--- src/rtl/pipe_skid_stage.sv ---
// Elastic two-entry pipeline stage (main + skid register) with valid/ready on both sides.
// in_ready is decoded from registered occupancy only, so a downstream stall reaches upstream one cycle later.
module pipe_skid_stage #(
  parameter int unsigned N = 32
) (
  input  logic         clk,
  input  logic         rst_n,
  input  logic         flush,
  input  logic         in_valid,
  output logic         in_ready,
  input  logic [N-1:0] in_data,
  output logic         out_valid,
  input  logic         out_ready,
  output logic [N-1:0] out_data,
  output logic [1:0]   count
);

  // Encoding equals occupancy, so count is the state itself; skid-without-main is unrepresentable.
  typedef enum logic [1:0] {
    EMPTY = 2'd0,
    ONE   = 2'd1,
    FULL  = 2'd2
  } state_e;

  state_e       state_q;
  logic [N-1:0] main_q;
  logic [N-1:0] skid_q;
  logic         in_xfer;
  logic         out_xfer;

  assign in_ready  = (state_q != FULL);
  assign out_valid = (state_q != EMPTY);
  assign out_data  = main_q;
  assign count     = state_q;

  assign in_xfer  = in_valid && in_ready;
  assign out_xfer = out_valid && out_ready;

  always_ff @(posedge clk or negedge rst_n) begin
    if (!rst_n) begin
      state_q <= EMPTY;
      main_q  <= '0;
      skid_q  <= '0;
    end else if (flush) begin
      // Data registers keep stale contents; only occupancy is cleared.
      state_q <= EMPTY;
    end else begin
      case (state_q)
        EMPTY: begin
          if (in_xfer) begin
            main_q  <= in_data;
            state_q <= ONE;
          end
        end
        ONE: begin
          if (in_xfer && out_xfer) begin
            main_q <= in_data;
          end else if (in_xfer) begin
            skid_q  <= in_data;
            state_q <= FULL;
          end else if (out_xfer) begin
            state_q <= EMPTY;
          end
        end
        FULL: begin
          if (out_xfer) begin
            main_q  <= skid_q;
            state_q <= ONE;
          end
        end
        default: state_q <= EMPTY;
      endcase
    end
  end

endmodule

--- config.mk ---
export PLATFORM = sky130hd
export DESIGN_NAME = pipe_skid_stage
export DESIGN_NICKNAME = d
export VERILOG_FILES = /design/src/rtl/pipe_skid_stage.sv
export SDC_FILE = /design/constraint.sdc
export NUM_CORES = 1
export LEC_CHECK = 0
export BUFFER_PORTS_ARGS = -buffer_cell sky130_fd_sc_hd__buf_4
export CAP_MARGIN = 20
export CORE_UTILIZATION = 42
export DETAILED_ROUTE_END_ITERATION = 7
export PLACE_DENSITY = 0.69
export SYNTH_ARGS = -nofsm -noshare
export SYNTH_HDL_FRONTEND = slang
export SYNTH_SLANG_ARGS = --single-unit
--- constraint.sdc ---
create_clock -name clk -period 1.95 [get_ports clk]
set_clock_uncertainty 0.05 [all_clocks]
set_input_delay 0.39 -clock clk [delete_from_list [all_inputs] [get_ports clk]]
set_output_delay 0.39 -clock clk [all_outputs]
set_load 0.02 [all_outputs]
[Word level (Yosys, flattened, before mapping)]
Index checks and enable logic that the tools add are counted.
Word-level totals
  bits in registers: 66
  bits in latches: 0
  RAM bits: 0
  memory bits (read-only): 0
  input bits: 37
  output and inout bits: 36
  memories kept: 0
Operators by class
  $add $sub $neg: 0
  multiply operators: 0
  div/mod/pow operators: 0
  $lt $le $gt $ge: 0
  eq/ne operators: 10
  shift-type cells: 0
  multiplexer cells: 11
  bitwise logic cells: 2
  reductions and logical operators: 9
Operators by type and width (count)
  two-way mux 32 bit: 3
  case mux 32 bit (3 select lines): 1
  two-way mux 2 bit: 6
  inequality test 3 bit (second input constant): 3
  inequality test 2 bit (second input constant): 4
  AND reduction 4 bit: 2
  case mux 2 bit (3 select lines): 1
  AND reduction 5 bit: 1
  inequality test 4 bit (second input constant): 1
  logical AND 1 bit: 3
  nonzero test 3 bit: 1
  == test 2 x 1 -> 1 bit (second input constant): 1
  == test 2 bit (second input constant): 1
  logical NOT 2 bit: 1
  NOT 1 bit: 2
  nonzero test 2 bit: 1

[Logic depth before layout (Yosys ltp)]
Gate-level depths: netlist (run 1).
  depth after elaboration: 7
  depth in mapped cells: 5
  depth with buffers taken out: 4

[Worst setup path before layout (run 1)]
OpenSTA, ideal clock, no wires.
  kind: register -> register
  from: register state_q[1] (netlist: count[1])
  to: register main_q[10] (netlist: out_data[10])
  setup time: 0.125 ns
  arrival: 1.546 ns
  data required time: 1.775 ns
  slack: 0.229 ns
  cell stages (with the launch flop): 6
  buffers on the path: 2
  clock period less this slack: 1.721 ns
  cell sequence: dfrtp_1 > nor2b_2 > buf_6 > buf_8 > mux2_2 > mux2_2
Between the ends
  longest elaborated chain between the ends: 5
  elaborated cells between the ends (all ways): 14
  those cells by class: eq/ne (6); mux (1); reduce/logical (7)
RTL lines
  start: declaration: RTL line 25  | state_e state_q;
  start signal: assignment: RTL line 41  | state_q <= EMPTY;
  start signal: assignment: RTL line 46  | state_q <= EMPTY;
  start signal: assignment: RTL line 52  | state_q <= ONE;
  inequality test 2 bit or nonzero test 2 bit (tied branches): RTL line 31, 32
  logical AND 1 bit, on equally long branches: RTL line 36, 37
  logical AND 1 bit: RTL line 56  | if (in_xfer && out_xfer) begin
  inequality test 2 bit (no source line)
  AND reduction 5 bit (no source line)
  end signal: assignment: RTL line 51  | main_q <= in_data;
  end signal: assignment: RTL line 57  | main_q <= in_data;
  end signal: assignment: RTL line 67  | main_q <= skid_q;
  end: declaration: RTL line 26  | logic [N-1:0] main_q;
Several ways; a longest one is shown, not always the timed one.
A chain may end at the register's enable or synchronous reset.

[Final worst setup path (run 1)]
  from: register state_q[1] (netlist: count[1])
  to: output in_ready
Between the ends
  longest elaborated chain between the ends: 1
RTL lines
  inequality test 2 bit: RTL line 31  | assign in_ready = (state_q != FULL);
  end: declaration: RTL line 10  | output logic in_ready,
Every way passes these cells.

==> results of run 1 <==
-- per-layer routing --
layer | part of all wire | GRT usage
met1 | 0.47 | 0.196
met2 | 0.44 | 0.216
met3 | 0.082 | 0.0733
met4 | 0.011 | 0.0455
met5 | 0 | 0
-- registers in the layout, indices dropped and copies added (netlist names) --
| signal | flops |
|---|---|
| out_data | 32 |
| skid_q | 32 |
| count | 2 |
-- kinds of logic after synthesis --
kind of cell / after synthesis / synth area share
flip-flops: 66 / 0.549
AO/OA/AOI/OAI: 5 / 0.0146
buffers and inverters: 11 / 0.0424
AND/OR/NAND/NOR: 10 / 0.0250
multiplexers: 96 / 0.369
-- cells in the mapped netlist --
master	instances	share of area
sky130_fd_sc_hd__mux2_4	8	0.040
sky130_fd_sc_hd__nor3_1	1	0.0017
sky130_fd_sc_hd__mux2_2	77	0.29
sky130_fd_sc_hd__a21oi_1	2	0.0033
sky130_fd_sc_hd__nor2_1	1	0.0012
sky130_fd_sc_hd__mux2_1	11	0.041
sky130_fd_sc_hd__dfrtp_1	66	0.55
sky130_fd_sc_hd__nand2_2	1	0.0021
sky130_fd_sc_hd__a21oi_4	1	0.0054
sky130_fd_sc_hd__buf_8	3	0.015
sky130_fd_sc_hd__nand2b_1	1	0.0021
sky130_fd_sc_hd__nor2b_2	2	0.0058
sky130_fd_sc_hd__inv_1	1	0.0012
sky130_fd_sc_hd__or2_2	1	0.0021
sky130_fd_sc_hd__o22a_2	1	0.0033
sky130_fd_sc_hd__nand2_1	1	0.0012
sky130_fd_sc_hd__nand3b_1	1	0.0025
sky130_fd_sc_hd__buf_6	7	0.026
sky130_fd_sc_hd__nor3b_4	1	0.0062
sky130_fd_sc_hd__o21a_1	1	0.0025
-- power groups by stage --
stage	Clock (mW)	Sequential, mW	Combinational (mW)
5_1_grt	1.19	1.90	1.02
3_3_place_gp	0	1.87	0.935
2_1_floorplan	0	2.02	0.411
3_5_place_dp	0	1.88	0.958
6_report	1.08	1.86	0.947
4_1_cts	1.12	1.86	0.963
-- cell type report --
class,instances,share of cell area
sequential,66,0.432
multi-input combinational,111,0.323
timing repair buffer,78,0.167
clock buffer,13,0.0363
tap,96,0.0314
clock inverter,3,0.0105
inverter,1,0.000981
-- per-stage QoR --
step | instance area, um^2 | cells
after floorplan | 3010 | 188
after global placement | 3640 | 351
after detailed placement | 3640 | 351
after CTS | 3830 | 368
after global routing | 3830 | 368
final | 3830 | 368
-- final timing paths --
kind | cells past startpoint | slack (ps) | endpoint | start
max reg2reg | 5 | 240 | out_data[11]$_DFFE_PN0P_ | count[0]$_DFFE_PN0P_
min | 2 | 200 | count[1]$_DFFE_PN0P_ | out_ready
max | 4 | 130 | in_ready | count[1]$_DFFE_PN0P_
max in group asynchronous | 3 | 850 | out_data[11]$_DFFE_PN0P_ | rst_n
min reg2reg | 1 | 430 | skid_q[2]$_DFFE_PN0P_ | skid_q[2]$_DFFE_PN0P_
min in group asynchronous | 2 | 480 | skid_q[30]$_DFFE_PN0P_ | rst_n
==> results.md, run 1 <==
Route:
- The initial DRC count is 33.
- The number of routed nets with antenna violations is 0.
- Using the TritonRoute via totals, the vias-per-cell ratio works out to 4.76.
- After detailed routing, the number of remaining DRC violations is 0.
- In the final routed layout, each cell accounts on average for 14.0 um.
- The first detailed-routing pass ran for 2 iterations.
- Detailed routing inserted a total of 1,752 vias.
- Wires add up to 5160 um.

Clock tree:
- TritonCTS built the clock tree.
- The number of H-tree branching levels is 3.
- The CTS root buffer is sky130_fd_sc_hd__clkbuf_8.
- After clock tree synthesis, the clock-pin slew on the worst setup and hold paths is 60 ps.
- In this run the deepest clock path goes through 2 buffers.
- The number of gates given a new drive strength after cts is 0.
- The count of hold buffers inserted by post-cts repair is 1.
- The number of clock sinks seen by CTS is 66.
- Once the clock tree was built, the setup fixing pass inserted 0 buffers.
- The clock latency on the worst-skew pair is 330 ps.
- The number of buffers created by CTS is 9.

Worst setup path:
- The top fanout value on the critical path is 22.
- The standard cell with the maximum stage delay on the critical path is sky130_fd_sc_hd__dfrtp_1.
- The worst endpoint data arrival time is ~1400 ps.
- The signal on the critical path passes through nor2b_4 -> buf_12 -> inv_1 -> buf_4.
- The maximum single-stage delay on the critical path is 450 ps.
- The worst setup path category is reg2out.
- At the worst endpoint, the required time is roughly 1500 ps.
- The number of buffers and inverters on the critical path is 3.
- The cell type group with the largest total delay on the critical path is flip-flops.
- STA classifies the critical path startpoint as a register.
- The worst setup path is captured at an output port.

Logic synthesis:
- The count of yosys warnings during synthesis is 0.
- The number of synthesized register bits is 66.
- The part of the Yosys area used for sequential elements is 0.549.
- Synthesis produced a netlist with a net count of between 200 and 250.
- Counting distinct cell types in the post-synthesis netlist gives 20.
- The synthesized netlist occupies a cell area of 3010 um^2.
- The mean post-synth cell area is 16.0 um^2.
- Synthesis produced 188 cells.

Global routing:
- The first-pass GRT wire length is approximately 8300 um.
- The pin count of the biggest net entering global routing is 38.
- In the global route stage, overall resource usage came out at 0.149.
- The initial antenna violation count is 0.
- The final global-route overflow total is 0.
- The via count of the first global-routing pass came to between 1,500 and 2,000.

STA:
- The period utilization is 0.934.
- Headroom to the max-slew limit came out at 0.736.
- The max-slew violation count is 0.
- The final-report hold violation count came to 0.
- The accumulated negative setup slack is 0 ps.
- Subtracting the final worst setup slack from the clock period gives approximately 1800 ps.
- The tightest hold path in the finished design has a slack of 200 ps.
- The worst-margin pin slew is ~400 ps.
- The post-layout worst setup margin is 128 ps.
- Setup repair after global routing left no endpoint under its margin.
- The highest achievable clock rate is 0.549 GHz.
- The final number of setup-violating endpoints is 0.

Power and ir drop:
- The worst-case vdd ir drop is between 0.5 and 0.6 mV.
- Summing internal, switching and leakage power gives 3.88 mW.
- The internal power is between 2 and 3 mW.
- The share of total power dissipated in combinational logic is 0.244.
- The switching power is 1.05 mW.
- The ratio of total power to cell area is around 1000 nW/um^2.
- The portion of total power attributed to sequential cells is 0.478.
- The leakage power is 1.72 nW.
- Of the total power, the share spent switching nets is 0.271.
- Of the total power, the clock network draws 0.277.

Final layout:
- In the final layout, the share of cells above drive strength 1 is 0.665.
- The area of the multi-input gates is 1230 um^2.
- The area growth from synthesis to layout is 27.2%.
- The antenna cell count is 0.
- The library cell used most frequently in the layout, excluding fill and tap cells, is sky130_fd_sc_hd__mux2_2.
- The sequential cell area is 1650 um^2.
- The number of fill cells is 586.
- In the layout the commonest cells are 77 x sky130_fd_sc_hd__mux2_2, 73 x sky130_fd_sc_hd__buf_4, 66 x sky130_fd_sc_hd__dfrtp_1.
- The utilization after layout is 0.557.
- For this run, the post-layout net count is 304.

Die:
- The floorplan die area is around 7500 um^2.
- The die is 86.6 um wide.
- The placeable core region is 6870 um^2.
- The die extent in y is roughly 87 um.
- 73 I/O pins were placed.
- The total number of placement rows is 30.
- For this configuration, the core starts out at a cell density of 0.438.

Place:
- The post-DP HPWL is 3410 um.
- Buffers placed on the I/O ports in this run total 72.
- The congestion estimate from routability-driven global placement came to 0.731.
- The worst setup slack after placement is 189 ps.

Run:
- Max-cap violations in this run came to 0.

Run status:
- The flow ran to the end, and the final reports show no timing, DRC or antenna violations.

Worst hold path:
- The tightest min-delay check is of the in2reg type.
Note: power is estimated with default switching activity, not from simulation.
==> run 2, diff against run 1 <==
--- a/config.mk
+++ b/config.mk
@@ -7,9 +7,9 @@
 export LEC_CHECK = 0
 export BUFFER_PORTS_ARGS = -buffer_cell sky130_fd_sc_hd__buf_4
 export CAP_MARGIN = 20
-export CORE_UTILIZATION = 42
+export CORE_UTILIZATION = 53
 export DETAILED_ROUTE_END_ITERATION = 7
-export PLACE_DENSITY = 0.69
+export PLACE_DENSITY = 0.83
 export SYNTH_ARGS = -nofsm -noshare
 export SYNTH_HDL_FRONTEND = slang
 export SYNTH_SLANG_ARGS = --single-unit
==> results.md, run 2 (synthesis results as in run 1) <==
Worst setup path:
- Grouping stages by cell kind, the critical path spends the most delay in flip-flops.
- The startpoint of the most critical register-to-register path is count[1]$_DFFE_PN0P_.
- STA puts the critical path data required time at around 1500 ps.
- Traced cell by cell, the critical path runs through nor2b_4 -> buf_6 -> inv_1 -> buf_4.
- The first element of the critical path is count[0]$_DFFE_PN0P_.
- The largest individual stage delay along the critical path comes from the cell sky130_fd_sc_hd__dfrtp_1.
- The worst setup path is launched from a register.
- The top fanout value on the critical path is 17.
- The endpoint of the worst setup timing path is in_ready.
- The worst register-to-register path ends at skid_q[23]$_DFFE_PN0P_.
- The worst endpoint data arrival time is ~1400 ps.
- By startpoint and endpoint, the worst setup path is classified as reg2out.
- The worst register-to-register path has a setup slack of 240 ps.
- The critical path depth in cells is 4.
- The count of buffering cells on the critical path with inverters included is 3.
- The worst register-to-register path has a depth of 4.
- The worst setup path is captured at an output port.
- For this run, the slowest stage of the critical path takes around 460 ps.

Die:
- The total number of placement rows is 27.
- The floorplan step set the die height to 77.4 um.
- The region available for standard cell placement spans roughly 5500 um^2.
- 73 I/O pins were placed.
- The die span in x is 77.4 um.
- The effective utilization at floorplan is 0.550.
- The die covers 5980 um^2.

STA:
- Setup repair after global routing left no endpoint under its margin.
- In this run the tightest slew margin relative to its limit is 0.713.
- In the finished design, the share of the clock period the worst path needs comes to 0.935.
- The max-slew violation count is 0.
- The worst-margin pin slew is 431 ps.
- The final-report hold violation count is 0.
- The shortest clock period the worst path allows after layout is 1820 ps.
- The accumulated negative setup slack is 0 ps.
- Static timing analysis puts the maximum clock frequency at 0.548 GHz.
- The final number of setup-violating endpoints is 0.

Clock tree:
- The number of buffers created by CTS is 9.
- The H-tree was split into 3 levels.
- The maximum root-to-sink buffer count is 2.
- The CTS root buffer is sky130_fd_sc_hd__clkbuf_8.
- The clock tree from TritonCTS is yes.
- For this design, the sink count on the clock tree is 66.
- Clock latency on the worst-skew pair, taken at its later pin, is 330 ps.
- Post-CTS timing repair inserted 0 buffers for setup.
- The clock transition at the registers of the reported paths is roughly 60 ps.

Power and ir drop:
- The ratio of total power to cell area is about 1000 nW/um^2.
- The share of total power dissipated in combinational logic is 0.241.
- In this run the static leakage power is between 1.5 and 2 nW.
- The switching part of the total is 0.267.
- Internal power comes to 2.90 mW.
- VDD sags by at most 0.658 mV.
- The portion of total power attributed to sequential cells is 0.471.
- In this run the power spent charging and discharging nets is 1.05 mW.
- The clock network fraction of total power is 0.288.

Route:
- The initial DRC count is 93.
- The routed via count divided by cell count is 5.10.
- The iteration count of the initial detailed-routing pass is 3.
- After detailed routing, the number of remaining DRC violations is 0.
- Across all layers, the routed design uses 1,765 vias.
- In the final routed layout, each cell accounts on average for approximately 15 um.
- After detailed routing, the total wire length is ~5300 um.
- The count of nets left with antenna violations once routing finished came out at 0.

Place:
- The final estimated routing congestion in global placement is 0.739.
- The placement-stage cell area is 3610 um^2.
- Once detailed placement completed, the half-perimeter wirelength came to about 3700 um.
- The number of buffers added on ports is 72.

Final layout:
- After routing the design area is 3820 um^2.
- In the final design database the tool counted 306 nets.
- The fraction of final layout cells sized beyond drive strength 1 is 0.675.
- The library cell used most frequently in the layout, excluding fill and tap cells, is sky130_fd_sc_hd__mux2_2.
- The library cells used most frequently in the layout, excluding fill and tap cells, are 77 x sky130_fd_sc_hd__mux2_2, 75 x sky130_fd_sc_hd__buf_4, 65 x sky130_fd_sc_hd__dfrtp_1.
- The antenna cell count is 0.
- The area growth from synthesis to final layout is 27.1%.
- The number of fill cells is 397.

Worst hold path:
- The path category of the worst min-delay check is in2reg.
- The worst hold path passes through 2 cells.

Global routing:
- The final global-route overflow total is 0.
- The global routing's busiest layer is met2.
- The first-pass GRT wire length is approximately 9000 um.
- For this run, global-route usage on met2 was measured as 0.324.
- The overall fraction of global-route tracks in use is 0.198.
- The met1 track utilization from global routing is 0.243.
- The initial antenna violation count is 0.
- The pin count of the biggest net entering global routing is 35.
- In the global route stage, met3 resource usage came out at 0.0659.
- The via count of the first global-routing pass was 1,841.

Run status:
- The flow ran to the end, and the final reports show no timing, DRC or antenna violations.

Run:
- The number of maximum-capacitance constraint violations is 0.
-- run 2: changes by cell type in the layout (fill, tap and decap cells not counted) --
cell and change:
sky130_fd_sc_hd__dfrtp_2 +1, sky130_fd_sc_hd__buf_4 +2, sky130_fd_sc_hd__clkbuf_1 -1, sky130_fd_sc_hd__buf_6 +1
sky130_fd_sc_hd__clkinv_2 -1, sky130_fd_sc_hd__clkbuf_8 +2, sky130_fd_sc_hd__dfrtp_1 -1, sky130_fd_sc_hd__buf_12 -1
-- run 2: worst min-delay path by stage --
stage,to,slack [ps],startpoint
final,count[1]$_DFFE_PN0P_,200,out_ready
after global routing,count[1]$_DFFE_PN0P_,190,out_ready
after CTS,count[1]$_DFFE_PN0P_,190,out_ready
after detailed placement,out_data[30]$_DFFE_PN0P_,310,rst_n
after global placement,skid_q[30]$_DFFE_PN0P_,310,rst_n
after floorplan,count[0]$_DFFE_PN0P_,40,rst_n
-- run 2: timing repair --
item,in CTS,in global routing
hold endpoints to repair,32,0
gates resized for setup,0,2
setup endpoints to repair,0,1
hold buffers,1,0
-- run 2: final cells by class --
class	instances	area [um^2]	area share
sequential	66	1650	0.432
multi-input combinational	111	1230	0.323
timing repair buffer	80	644	0.169
clock buffer	14	163	0.0425
tap	72	90.1	0.0236
clock inverter	2	35.0	0.00916
inverter	1	3.75	0.000982
-- run 2: power by group through the flow --
stage                     Clock, mW  Sequential (mW)  Combinational (mW)
after floorplan                   0             2.02               0.411
after CTS                      1.17             1.86               0.966
after detailed placement          0             1.89               0.963
after global routing           1.22             1.91                1.02
final                          1.14             1.86               0.953
after global placement            0             1.87               0.932
-- run 2: layer usage --
| layer | vias up | wire length (um) |
|---|---|---|
| li1 | 839 | - |
| met1 | 869 | 2320 |
| met2 | 50 | 2540 |
| met3 | 7 | 337 |
| met4 | 0 | 63 |
| met5 | - | 0 |
-- run 2: metrics by stage --
step | std cells | setup slack (ps) | hold WS, ps | power [mW] | util
final | 346 | 126 | 200 | 3.95 | 0.699
after global routing | 346 | 27.9 | 193 | 4.15 | 0.699
after CTS | 346 | 10.8 | 186 | 4.00 | 0.698
after detailed placement | 329 | 170 | 310 | 2.85 | 0.660
after global placement | 329 | 227 | 310 | 2.80 | 0.660
after floorplan | 188 | 229 | 44.4 | 2.43 | -
-- run 2: worst reg2reg max path, delay by kind of cell (launching register included) --
family	cells	cell delay, ps
buf+inv	1	230
flops	1	450
mux	1	380
simple gates	2	480
==> run 3, diff against run 2 <==
--- a/config.mk
+++ b/config.mk
@@ -5,6 +5,7 @@
 export SDC_FILE = /design/constraint.sdc
 export NUM_CORES = 1
 export LEC_CHECK = 0
+export ABC_AREA = 1
 export BUFFER_PORTS_ARGS = -buffer_cell sky130_fd_sc_hd__buf_4
 export CAP_MARGIN = 20
 export CORE_UTILIZATION = 53
==> results.md, run 3 <==
Run status:
- The run finished with clean final reports.

Clock tree:
- The clock passes through at most 2 buffers.
- The number of buffers created by CTS is 9.
- In this run the post-CTS setup repair buffer count came out at 0.
- The number of H-tree branching levels is 3.
- Clock-pin slew was measured on the worst setup and hold paths at approximately 80 ps.
- The number of clock sinks seen by CTS is 66.
- The CTS root buffer is sky130_fd_sc_hd__clkbuf_8.
- TritonCTS built the clock tree.
- The clock latency on the worst-skew pair is 350 ps.

Power and ir drop:
- The ratio of total power to cell area is roughly 1300 nW/um^2.
- The switching part of the total is 0.334.
- Of the total power, registers draw 0.425.
- The total power after layout is 5.02 mW.
- The share of total power dissipated in the clock network is 0.286.
- The share of total power dissipated in combinational logic is 0.289.
- The analysis attributes to cell leakage a power of 2.24 nW.
- The internal power is 3.34 mW.
- The worst-case vdd ir drop is 0.818 mV.
- The switching power is 1.68 mW.

Logic synthesis:
- Of all cell types, the one taking the most synthesized area is sky130_fd_sc_hd__dfrtp_1.
- The number of flops mapped to enable cells by yosys is 0.
- The number of library cell types mapped by synthesis is 18.
- The part of the Yosys area used for sequential elements is 0.527.
- The commonest cells after synthesis are 198 x sky130_fd_sc_hd__nand2_1, 98 x sky130_fd_sc_hd__nand3_1, 66 x sky130_fd_sc_hd__dfrtp_1.
- The share of synthesized area in the top cell type comes to 0.527.
- Counting flops and latches in the post-synthesis netlist gives 66.
- The fraction of registers with async set/reset is 1.00.
- The flip-flop cell with the highest count after synthesis is sky130_fd_sc_hd__dfrtp_1.
- In the post-synthesis netlist, the biggest area contributors are sky130_fd_sc_hd__dfrtp_1 53%, sky130_fd_sc_hd__nand2_1 24%, sky130_fd_sc_hd__nand3_1 16%, sky130_fd_sc_hd__buf_2 3.5%, sky130_fd_sc_hd__nand2_2 0.60%.
- Synthesis handed over a netlist of 410 instances.
- The area of the mapped netlist is ~3100 um^2.
- The mean post-synth cell area is roughly 7.6 um^2.
- The number of nets in the synthesized netlist is about 450.
- The count of yosys warnings during synthesis is 0.
- In the post-synthesis netlist, the cell with the most instances is sky130_fd_sc_hd__nand2_1.

Global routing:
- The via count of the first global-routing pass was 2,956.
- The initial antenna violation count is 0.
- Entering global routing, the biggest net connects 36 pins.
- In the global route stage, overall resource usage came out at 0.275.
- The final global-route overflow total is 0.
- The first-pass GRT wire length is 13,300 um.

STA:
- The final number of setup-violating endpoints is 0.
- The highest achievable clock rate is 0.531 GHz.
- Setup repair after global routing left no endpoint under its margin.
- For the pin with the worst max-slew slack, the measured transition is 622 ps.
- The max-slew violation count is 0.
- The worst path in the final design needs a cycle of 1880 ps, including I/O delays and setup.
- The relative slew slack is 0.584.
- In the finished design, the share of the clock period the worst path needs comes to 0.966.
- The final-report hold violation count is 0.
- In the final timing run, aggregate negative setup slack is 0 ps.

Final layout:
- The utilization after layout is 0.713.
- The fraction of final layout cells sized beyond drive strength 1 is 0.228.
- After filler insertion, the fill cell instance count of the layout stands at about 460.
- The post-route non-filler standard cell count is 554.
- Compared with the post-synthesis result, the final layout area differs by 27.7%.
- The leading cell type in the layout, fill and taps excluded is sky130_fd_sc_hd__nand2_1.
- The design area is around 4000 um^2.
- The number of antenna diodes in the final layout is 0.
- For this run, the post-layout net count is 514.
- In the layout the commonest cells are 198 x sky130_fd_sc_hd__nand2_1, 98 x sky130_fd_sc_hd__nand3_1, 81 x sky130_fd_sc_hd__buf_4.

Route:
- The first TritonRoute pass finished after 5 iterations.
- The routed design has between 7000 and 8000 um of wire.
- The average wire per cell in the routed design is 14.3 um.
- In this run, the number of DRC markers left after iteration 0 of detailed routing was 269.
- The routed via count divided by cell count is 5.52.
- The count of nets left with antenna violations once routing finished came out at 0.
- The final route contains 3,057 vias.
- The number of DRC violations after detailed routing is 0.

Place:
- After legalization and detailed placement, the total HPWL measured 5050 um.
- Once placement completed, the tool counted placed cells totaling 537.
- In this run the tool buffered the top-level ports with 72 buffer cells.
- At the end of routability-driven placement, the weighted congestion stood at around 0.84.
- The placement-stage cell area is 3720 um^2.

Run:
- The number of maximum-capacitance constraint violations is 0.

Die:
- The die span in x is 78.9 um.
- The floorplan step defined a die boundary enclosing 6220 um^2.
- 73 I/O pins were placed.
- The die extent in y is 78.9 um.
- The initial utilization of the core area, before any placement, comes to 0.559.
- The total number of placement rows is 27.
- The region available for standard cell placement spans 5610 um^2.

Worst setup path:
- The kind of start point of the critical path is a register.
- The worst endpoint data arrival time is 1440 ps.
- STA classifies the critical path endpoint as an output port.
- The top fanout value on the critical path is 21.
- The worst setup path category is reg2out.
- The data required time of the critical path is approximately 1500 ps.

Worst hold path:
- The worst hold path belongs to the class in2reg.
run 3: cell count changes in the layout (fill, tap and decap cells not counted), moves of 3 or more:
cell	change
sky130_fd_sc_hd__nand2_1	+197
sky130_fd_sc_hd__nand3_1	+98
sky130_fd_sc_hd__mux2_2	-77
sky130_fd_sc_hd__mux2_1	-11
sky130_fd_sc_hd__mux2_4	-8
sky130_fd_sc_hd__buf_4	+6
sky130_fd_sc_hd__inv_1	+3
sky130_fd_sc_hd__nor2_2	+3
run 3: worst paths after layout:
kind / from / end / slack [ps] / cells after the start
worst min register to register: skid_q[14]$_DFFE_PN0P_ / skid_q[14]$_DFFE_PN0P_ / 420 / 2
worst min-delay path: flush / count[1]$_DFFE_PN0P_ / 210 / 2
max in group asynchronous: rst_n / skid_q[24]$_DFFE_PN0P_ / 850 / 3
min in group asynchronous: rst_n / out_data[29]$_DFFE_PN0P_ / 470 / 2
worst max-delay path: count[1]$_DFFE_PN0P_ / in_ready / 70 / 3
worst max register to register: count[1]$_DFFE_PN0P_ / skid_q[8]$_DFFE_PN0P_ / 280 / 6
run 3: per-layer routing:
metal	GRT usage	share of wire	up-vias
met5	0	0	-
met4	0.0709	0.012	0
met3	0.0770	0.082	13
met2	0.455	0.49	143
met1	0.358	0.42	1457
li1	-	-	1444
run 3: timing repair:
action                     CTS  global route
hold endpoints to repair    31             0
pin swaps                    1             0
gates resized for setup      3             1
hold buffers                 1             0
setup endpoints to repair    1             1
run 3: metrics by stage:
step | hold WS [ps] | setup WS (ps)
after global placement | 299 | 309
after global routing | 209 | 27.1
after detailed placement | 302 | 194
after floorplan | 44.4 | 475
after CTS | 207 | 32.4
final | 213 | 66.0
run 3: power groups by stage:
stage | sequential [mW] | clock [mW] | combinational (mW)
2_1_floorplan | 2.32 | 0 | 0.649
3_3_place_gp | 2.13 | 0 | 1.40
3_5_place_dp | 2.14 | 0 | 1.45
4_1_cts | 2.13 | 1.45 | 1.46
5_1_grt | 2.19 | 1.51 | 1.61
6_report | 2.13 | 1.44 | 1.45
run 3: cells by family after synthesis:
family / synth area share
AND/OR/NAND/NOR: 0.415
flip-flops: 0.527
buffers and inverters: 0.0507
AO/OA/AOI/OAI: 0.00718
run 3: critical path, cell delays in order, from the launching register on:
cell                      delay, ps
sky130_fd_sc_hd__dfrtp_2        520
sky130_fd_sc_hd__nand2_8        170
sky130_fd_sc_hd__buf_6          220
sky130_fd_sc_hd__buf_4          170
run 3: final cells by class:
type	instances	area, um^2	share of cell area
clock buffers	12	155	0.0388
clock inverters	4	97.6	0.0244
inverters	6	22.5	0.00563
multi-input cells	310	1330	0.333
flip-flops and latches	66	1650	0.414
well taps	72	90.1	0.0225
repair buffers	84	649	0.162
